--- config.mk ---
export PLATFORM = sky130hd
export DESIGN_NAME = sync_deserializer
export DESIGN_NICKNAME = d
export VERILOG_FILES = /design/src/rtl/sync_deserializer.sv
export SDC_FILE = /design/constraint.sdc
export NUM_CORES = 1
export LEC_CHECK = 0
export ABC_AREA = 1
export CORE_MARGIN = 2
export CORE_UTILIZATION = 35
export CTS_CLUSTER_SIZE = 24
export DETAILED_ROUTE_END_ITERATION = 8
export PLACE_DENSITY = 0.59
export SLEW_MARGIN = 5
export SYNTH_ARGS = -nofsm -noshare
export SYNTH_HDL_FRONTEND = slang
export SYNTH_SLANG_ARGS = --single-unit
--- constraint.sdc ---
create_clock -name clk -period 4.1 [get_ports clk]
set_input_delay 0.615 -clock clk [delete_from_list [all_inputs] [get_ports clk]]
set_output_delay 0.615 -clock clk [all_outputs]
set_load 0.005 [all_outputs]
--- src/rtl/sync_deserializer.sv ---
`default_nettype none
// ============================================================================
// Module   : sync_deserializer
// Brief    : Serial-to-parallel deserializer with sync-word alignment and a
//            one-deep valid/ready output register with overrun reporting.
// Revision : 1.0 - initial release
// ============================================================================
module sync_deserializer #(
  parameter int                 WIDTH     = 32,
  parameter logic [WIDTH-1:0]   SYNC_WORD = WIDTH'(32'hF0E1_D2C3)
) (
  input  logic             clk,
  input  logic             reset,
  input  logic             sin,
  input  logic             resync,
  output logic [WIDTH-1:0] dout,
  output logic             dout_valid,
  input  logic             dout_ready,
  output logic             locked,
  output logic             overrun
);

  localparam int FILL_W = $clog2(WIDTH + 1);
  localparam int BIT_W  = $clog2(WIDTH);

  localparam logic [0:0] c_st_hunt   = 1'b0;
  localparam logic [0:0] c_st_locked = 1'b1;

  localparam logic [FILL_W-1:0] c_fill_full = FILL_W'(WIDTH);
  localparam logic [FILL_W-1:0] c_fill_last = FILL_W'(WIDTH - 1);
  localparam logic [FILL_W-1:0] c_fill_one  = FILL_W'(1);
  localparam logic [BIT_W-1:0]  c_bit_last  = BIT_W'(WIDTH - 1);
  localparam logic [BIT_W-1:0]  c_bit_one   = BIT_W'(1);

  logic [0:0]        r_state;
  logic [WIDTH-1:0]  r_shift;
  logic [FILL_W-1:0] r_fill;
  logic [BIT_W-1:0]  r_bit;
  logic [WIDTH-1:0]  r_dout;
  logic              r_valid;
  logic              r_overrun;

  logic [WIDTH-1:0]  w_next_shift;
  logic              w_sync_hit;
  logic              w_word_done;

  assign w_next_shift = {sin, r_shift[WIDTH-1:1]};

  // The fill threshold guarantees a full window of post-hunt bits before a match.
  assign w_sync_hit  = (r_state == c_st_hunt) && (r_fill >= c_fill_last) &&
                       (w_next_shift == SYNC_WORD);
  assign w_word_done = (r_state == c_st_locked) && (r_bit == c_bit_last) && !resync;

  always_ff @(posedge clk or posedge reset) begin
    if (reset) begin
      r_state <= c_st_hunt;
      r_shift <= '0;
      r_fill  <= '0;
      r_bit   <= '0;
    end else begin
      r_shift <= w_next_shift;
      if (resync) begin
        r_state <= c_st_hunt;
        r_fill  <= '0;
        r_bit   <= '0;
      end else if (r_state == c_st_hunt) begin
        if (w_sync_hit) begin
          r_state <= c_st_locked;
          r_fill  <= '0;
          r_bit   <= '0;
        end else if (r_fill != c_fill_full) begin
          r_fill <= r_fill + c_fill_one;
        end
      end else begin
        r_bit <= (r_bit == c_bit_last) ? '0 : r_bit + c_bit_one;
      end
    end
  end

  // Output holding register: a completed word is dropped only if the previous one is stuck.
  always_ff @(posedge clk or posedge reset) begin
    if (reset) begin
      r_dout    <= '0;
      r_valid   <= 1'b0;
      r_overrun <= 1'b0;
    end else begin
      r_overrun <= 1'b0;
      if (w_word_done) begin
        if (!r_valid || dout_ready) begin
          r_dout  <= w_next_shift;
          r_valid <= 1'b1;
        end else begin
          r_overrun <= 1'b1;
        end
      end else if (r_valid && dout_ready) begin
        r_valid <= 1'b0;
      end
    end
  end

  assign dout       = r_dout;
  assign dout_valid = r_valid;
  assign locked     = (r_state == c_st_locked);
  assign overrun    = r_overrun;

endmodule
`default_nettype wire

==> flow_summary.toml, run 1 <==
[layout]
nFillCells = 814
layout.nets = 346
fin_util_pct = 43.9
register_area_mm2 = 0.00193
multi_input_area_um2 = 970
final_common_cell = "dfrtp_1"
syn2layout_area_growth_pct = 23.1
antennaDiodeCount = 0
final_cell_mix = "77 x dfrtp_1, 66 x nand2_1, 39 x clkdlybuf4s50_1"
layout-drive-gt1-share_pct = 10.8

[synth]
syn_nets = 300
synth_fa_ha_area_share_pct = 1.63
synth_cell_types = 19
synth_simple_gate_area_share_pct = 17.9
syn-cell-area_mm2 = 0.00306
synth-compound-area-share_pct = 3.59
synth_xor_area_share_pct = 1.14
avgSynthCellArea_um2 = 10.5
ys_seq_area_share_pct = 62.9
synth_top_family_by_area = "simple AND/OR/NAND/NOR gates"
yosys-mux-area-fraction_pct = 7.35
ys_ff_latch = 77
yosys_warnings = 0
syn-instance-count = 291

[global_routing]
grt_pass1_wl_um = 9280
antenna_found_initial = 0
track_usage_pct = 12.4
grt-ovfl-total = 0
grt_pass1_vias = 1971
grt_max_degree = 78

[worst_hold_path]
hold_path_class = "flip-flop to flip-flop"
hold_depth = 0
holdPathEnd = "r_shift[13]$_DFF_PP0_"
hp-start = "r_shift[14]$_DFF_PP0_"

[timing]
fin_worst_skew_ps = 7.80
slew_headroom_pct = 34.7
fin_tns_setup_ps = 0
grt_setup_unrepaired = "no"
period_share_pct = 58.2
setup_violations = 0
slew_viol_final = 0
tightest_slew_ps = 976
timing.fmax_mhz = 419
fin_crit_ps = 2390
holdWs_ps = 374
hold_viol = 0

[routing]
drt-total-wl_um = 5400
wire_per_inst_um = 12.0
post_drt_via_cell_ratio = 4.48
ant_nets = 0
drtPass1Iterations = 4
vias = 2015
drcViolationCount = 0
drt_first_iter_violations = 123

[die]
dieHeight_um = 97.6
dieArea_mm2 = 0.00952
start_util_pct = 35.6
dieWidth_um = 97.6
ios = 40
core-area_mm2 = 0.00859
rows = 34

[setup_path]
worstPathRequired_ps = 4330
rrSetupSlack_ps = 1760
startpoint_type = "input port"
worst-r2r-cell-count = 8
crit_arrival_ps = 2620
path_class = "input port to flip-flop"
r2r-start = "r_bit[0]$_DFFE_PP0P_"
crit_path_end_kind = "flip-flop"
cp_max_fo = 46
rr_endpoint = "dout[27]$_DFFE_PP0P_"

[cts]
clk_path_buf_depth = 2
post_cts_resize_count = 0
path_clk_slew_ps = 80
cts-buffers-inserted = 9
cts.sinks = 77
hold_buffers = 0
post-cts-setup-buffers = 0
clock_latency_ps = 350
clockRootBuffer = "clkbuf_8"
h-tree-depth = 3
cts_tree = "done"

[job]
cap_violations = 0

[placement]
gp_congestion = 0.814
port_buffers = 39
dp_hpwl_um = 3680

[power_and_ir_drop]
total_power_uw = 1440
power_per_cell_area_mw_per_mm2 = 381
peakVddDrop_mv = 0.146
p_leak_uw = 0.00186

[status]
status = "finished clean"
critical path: stages:
cell	delay, ps
clkdlybuf4s50_1	640
nor2_4	70
inv_2	160
nor2_4	40
nand2_2	700
mux2_4	360
worst max-delay path by stage:
stage | start | to | slack [ps] | cells after the start
floorplan | reset | dout[0]$_DFFE_PP0P_ | 1520 | 1
global placement | resync | dout[22]$_DFFE_PP0P_ | 1370 | 6
detailed placement | resync | dout[13]$_DFFE_PP0P_ | 1320 | 8
CTS | resync | dout[13]$_DFFE_PP0P_ | 1700 | 7
global route | resync | dout[13]$_DFFE_PP0P_ | 1510 | 8
finish | resync | dout[27]$_DFFE_PP0P_ | 1710 | 6
Yosys cell counts:
library cell	n	area, um2
a21oi_1	2	10.0
clkbuf_1	3	11.3
nor2_1	30	113
xor2_1	4	35.0
nand2_2	1	6.26
dfrtp_1	77	1930
nand3_1	19	95.1
buf_2	1	5.00
o21ai_0	20	100
buf_6	2	22.5
nand4_1	7	43.8
nor2_4	2	22.5
nor3_1	3	15.0
nand2_1	66	248
mux2_4	15	225
inv_2	2	7.51
or2_2	1	6.26
inv_1	32	120
ha_1	4	50.1
logic make-up (layout without fill, tap and decap cells):
family                   after synthesis  in the layout
adder cells (fa/ha/maj)                4              4
AND/OR/NAND/NOR                      129            129
buffers and inverters                 40             91
flip-flops                            77             77
XOR/XNOR                               4              4
AO/OA/AOI/OAI                         22             22
multiplexers                          15             15
cell type report:
| class | instances | area share (%) |
|---|---|---|
| Clock inverter | 3 | 1.19 |
| Multi-Input combinational cell | 174 | 25.7 |
| Inverter | 34 | 3.38 |
| Clock buffer | 13 | 3.95 |
| Timing Repair Buffer | 41 | 11.1 |
| Tap cell | 108 | 3.58 |
| Sequential cell | 77 | 51.1 |
stage by stage:
step | instance area (um2) | std cells | setup WS, ps
final | 3770 | 450 | 1710
after global routing | 3770 | 450 | 1510
after CTS | 3770 | 450 | 1700
after detailed placement | 3580 | 434 | 1320
after global placement | 3580 | 434 | 1370
after floorplan | 3060 | 291 | 1520
report_power, final:
group	leakage, uW	internal, uW	switching [uW]
Clock	0.0000899	299	262
Sequential	0.000963	786	20.2
Combinational	0.000810	31.7	38.7
Total	0.00186	1120	320
registers in the layout, summed over array words and instances (netlist names):
| signal | count |
|---|---|
| dout_valid | 1 |
| overrun | 1 |
| dout | 32 |
| r_bit | 5 |
| r_fill | 6 |
| r_shift | 31 |
| locked | 1 |
routing by layer:
| metal | part of all wire (%) | vias to the layer above | wire (um) | GRT usage [%] |
|---|---|---|---|---|
| li1 | - | 1023 | - | - |
| met1 | 49 | 949 | 2640 | 16.9 |
| met2 | 46 | 36 | 2460 | 17.6 |
| met3 | 4.3 | 7 | 231 | 5.40 |
| met4 | 1.3 | 0 | 70 | 4.49 |
| met5 | 0 | - | 0 | 0 |
Power figures use the tool's default switching activity.
==> run 2: changes to the inputs <==
- clock period: 4.1 -> 2.5 ns (I/O delays scaled with it)
==> flow_summary.toml, run 2 (same netlist as run 1, synthesis figures left out) <==
[cts]
clockRootBuffer = "clkbuf_8"
cts-buffers-inserted = 9
cts.sinks = 77
post_cts_resize_count = 0
cts_tree = "done"
clk_path_buf_depth = 2
h-tree-depth = 3
post-cts-setup-buffers = 0
clock_latency_ps = 350
hold_buffers = 0
path_clk_slew_ps = 80

[timing]
slew_headroom_pct = 69.5
hold_viol = 0
slew_viol_final = 0
tightest_slew_ps = 456
timing.fmax_mhz = 520
fin_crit_ps = 1920
period_share_pct = 77.0
setup_violations = 0
grt_setup_unrepaired = "no"
fin_worst_skew_ps = 7.03
fin_tns_setup_ps = 0
holdWs_ps = 386

[layout]
final_cell_mix = "77 x dfrtp_1, 66 x nand2_1, 39 x clkdlybuf4s50_1"
layout-drive-gt1-share_pct = 12.2
largest_reg_flops = 32
final_common_cell = "dfrtp_1"
antennaDiodeCount = 0
layout.nets = 348
syn2layout_area_growth_pct = 23.0
nFillCells = 825
fin_util_pct = 43.9

[routing]
ant_nets = 0
post_drt_via_cell_ratio = 4.46
drt-total-wl_um = 5490
drcViolationCount = 0
vias = 2015
wire_per_inst_um = 12.2
drtPass1Iterations = 4
drt_first_iter_violations = 92

[setup_path]
path_class = "flip-flop to flip-flop"
crit_path_end_kind = "flip-flop"
rrSetupSlack_ps = 580
cp_max_fo = 19
worstPathRequired_ps = 2740
crit_arrival_ps = 2160
startpoint_type = "flip-flop"
worst-r2r-cell-count = 9

[power_and_ir_drop]
peakVddDrop_mv = 0.264
p_leak_uw = 0.00187
power_per_cell_area_mw_per_mm2 = 604

[global_routing]
track_usage_pct = 12.4
grt-ovfl-total = 0
grt_pass1_wl_um = 9360
grt_pass1_vias = 1983
antenna_found_initial = 0
grt_max_degree = 78

[die]
rows = 34
core-area_mm2 = 0.00859
start_util_pct = 35.6
dieHeight_um = 97.6
dieWidth_um = 97.6
ios = 40
dieArea_mm2 = 0.00952

[job]
cap_violations = 0

[status]
status = "finished clean"

[placement]
dp_hpwl_um = 3720
port_buffers = 39
gp_congestion = 0.806

[worst_hold_path]
hold_path_class = "flip-flop to flip-flop"
hold_depth = 0
==> run 2: through the flow <==
step	worst slack (ps)	instances	total power [uW]	cell area (um2)
after floorplan	158	291	1400	3060
after global placement	416	436	1460	3590
after detailed placement	374	436	1470	3590
after CTS	552	452	2320	3770
after global routing	387	452	2380	3770
final	575	452	2270	3770
==> run 2: power by group <==
group	internal, uW	switching [uW]
logic	52.4	63.7
clock network	383	454
registers	1290	33.1
total	1720	551
==> run 2: critical path, cell delays in order, from the launching register on <==
cell and delay, ps:
dfrtp_1 410, ha_1 220, nand2_1 90, nor2_1 50, ha_1 200, inv_1 140, nor2_4 50, nand2_2 50
buf_4 270, mux2_4 330
==> run 2: final timing paths <==
| check | to | from |
|---|---|---|
| worst max-delay path | dout[16]$_DFFE_PP0P_ | r_bit[0]$_DFFE_PP0P_ |
| worst min-delay path | r_shift[17]$_DFF_PP0_ | r_shift[18]$_DFF_PP0_ |
| worst max register to register | dout[16]$_DFFE_PP0P_ | r_bit[0]$_DFFE_PP0P_ |
| worst min register to register | r_shift[17]$_DFF_PP0_ | r_shift[18]$_DFF_PP0_ |
| max in group asynchronous | r_fill[1]$_DFFE_PP0P_ | reset |
| min in group asynchronous | dout[1]$_DFFE_PP0P_ | reset |
==> run 2: area by class of cell <==
| class | instances | area (um2) | area share [%] |
|---|---|---|---|
| multi-input cells | 174 | 970 | 25.7 |
| well taps | 108 | 135 | 3.59 |
| repair buffers | 43 | 433 | 11.5 |
| clock buffers | 10 | 138 | 3.65 |
| inverters | 34 | 128 | 3.39 |
| clock inverters | 6 | 38.8 | 1.03 |
| flip-flops and latches | 77 | 1930 | 51.1 |
==> run 2: routing by layer <==
metal	GRT usage [%]	up-vias	routed length [um]	share of wire [%]
met5	0	-	0	0
met4	4.70	0	93	1.7
met2	18.0	35	2510	46
met3	5.11	8	213	3.9
li1	-	1020	-	-
met1	16.7	952	2680	49
==> run 3: changes to the inputs <==
- clock period: 2.5 -> 1.8 ns (I/O delays scaled with it)
==> flow_summary.toml, run 3 (same netlist as run 1, synthesis figures left out) <==
[global_routing]
track_usage_pct = 12.8
grt_pass1_vias = 1995
grt_pass1_wl_um = 9580
grt_max_degree = 78
grt-ovfl-total = 0
antenna_found_initial = 0

[setup_path]
worst-r2r-cell-count = 9
crit_arrival_ps = 1940
endpoint = "dout[16]$_DFFE_PP0P_"
crit_chain = "ha_2 -> nand2_1 -> nor2_2 -> ha_2 -> inv_2 -> nor2_4 -> nand2_4 -> clkbuf_16 -> mux2_4"
rr_endpoint = "dout[16]$_DFFE_PP0P_"
cp-startpoint = "r_bit[0]$_DFFE_PP0P_"
crit_path_frequent_cell = "ha_2"
rrSetupSlack_ps = 110
path_class = "flip-flop to flip-flop"
cp_max_fo = 7
crit_path_end_kind = "flip-flop"
max_stage_delay_ps = 370
r2r-start = "r_bit[0]$_DFFE_PP0P_"
worstPathRequired_ps = 2040
startpoint_type = "flip-flop"
cp_slowest_cell = "dfrtp_1"

[timing]
hold_viol = 0
fin_worst_skew_ps = 10.9
setup_violations = 0
timing.fmax_mhz = 590
slew_headroom_pct = 73.2
slew_viol_final = 0
fin_crit_ps = 1690
tightest_slew_ps = 402
fin_ws_ps = 106
period_share_pct = 94.1
holdWs_ps = 367

[layout]
final_cell_mix = "77 x dfrtp_1, 66 x nand2_1, 39 x clkdlybuf4s50_1"
design_area_mm2 = 0.00397
nFillCells = 804
stdcell_count = 466
syn2layout_area_growth_pct = 29.5
largest_reg_flops = 32
antennaDiodeCount = 0
layout-drive-gt1-share_pct = 16.8
final_common_cell = "dfrtp_1"
layout.nets = 362

[die]
dieArea_mm2 = 0.00952
dieHeight_um = 97.6
ios = 40
dieWidth_um = 97.6
core-area_mm2 = 0.00859
start_util_pct = 35.6
rows = 34

[placement]
dp_hpwl_um = 3830
place_area_mm2 = 0.00370
gp_congestion = 0.804
dp.cells = 446
dp_slack_ps = -0.882
port_buffers = 39

[cts]
clk_path_buf_depth = 2
clockRootBuffer = "clkbuf_8"
cts_tree = "done"
clock_latency_ps = 350
h-tree-depth = 3
path_clk_slew_ps = 80
cts-buffers-inserted = 9
hold_buffers = 0
cts.sinks = 77

[job]
cap_violations = 0

[routing]
vias = 2112
ant_nets = 0
drt-total-wl_um = 5810
drcViolationCount = 0
wire_per_inst_um = 12.5
drtPass1Iterations = 4
drt_first_iter_violations = 107
post_drt_via_cell_ratio = 4.53

[worst_hold_path]
hold_path_class = "input port to async pin"

[power_and_ir_drop]
power_per_cell_area_mw_per_mm2 = 846
peakVddDrop_mv = 0.469
p_leak_uw = 0.00196

[status]
status = "finished clean"
-- run 3: cell count changes in the layout (fill, tap and decap cells not counted), moves of 2 or more --
cell      change
buf_4        +11
o21ai_0       -3
o21ai_1       +3
buf_12        +2
clkinv_2      -2
ha_1          -2
ha_2          +2
-- run 3: worst min-delay path by stage --
stage / start / to / slack (ps)
finish: reset / dout[12]$_DFFE_PP0P_ / 370
global route: reset / dout[12]$_DFFE_PP0P_ / 380
CTS: r_shift[14]$_DFF_PP0_ / r_shift[13]$_DFF_PP0_ / 370
detailed placement: r_shift[21]$_DFF_PP0_ / r_shift[20]$_DFF_PP0_ / 360
global placement: r_shift[21]$_DFF_PP0_ / r_shift[20]$_DFF_PP0_ / 360
floorplan: sin / r_shift[31]$_DFF_PP0_ / 300
-- run 3: layout make-up --
class | count | area [um2] | share of cell area [%]
flip-flops and latches | 77 | 1930 | 48.6
multi-input cells | 174 | 982 | 24.8
repair buffers | 57 | 581 | 14.6
clock buffers | 11 | 151 | 3.82
well taps | 108 | 135 | 3.41
inverters | 34 | 131 | 3.31
clock inverters | 5 | 58.8 | 1.48
-- run 3: what timing repair did --
item | 4_1_cts | 5_1_grt
endpoints found under the setup margin | 0 | 28
setup buffers | 0 | 3
resized for setup | 0 | 8
-- run 3: stage by stage --
step / utilization (%) / setup TNS, ps / power (uW)
4_1_cts: 45.5 / 0 / 3400
6_report: 46.2 / 0 / 3360
3_3_place_gp: 43.0 / 0 / 2040
3_5_place_dp: 43.0 / -0.882 / 2040
2_1_floorplan: - / 0 / 1950
5_1_grt: 46.2 / -4.56 / 3510
-- run 3: power breakdown --
group | switching (uW) | internal, uW
clock | 637 | 716
sequential | 47.6 | 1790
combinational | 90.5 | 75.7
total | 775 | 2580
-- run 3: metal layers --
metal	up-vias	track usage, %	wire (um)
met5	-	0	0
met4	0	4.49	87
met3	9	5.18	274
met2	46	18.3	2670
met1	1007	17.5	2780
li1	1050	-	-
-- run 3: worst max-delay path: cells and delay by family, from the launching register on --
| kind | cells | cell delay, ps |
|---|---|---|
| and+or+nand+nor | 4 | 350 |
| DFF | 1 | 370 |
| muxes | 1 | 290 |
| adders and majority gates | 2 | 360 |
| buffers and inverters | 2 | 230 |
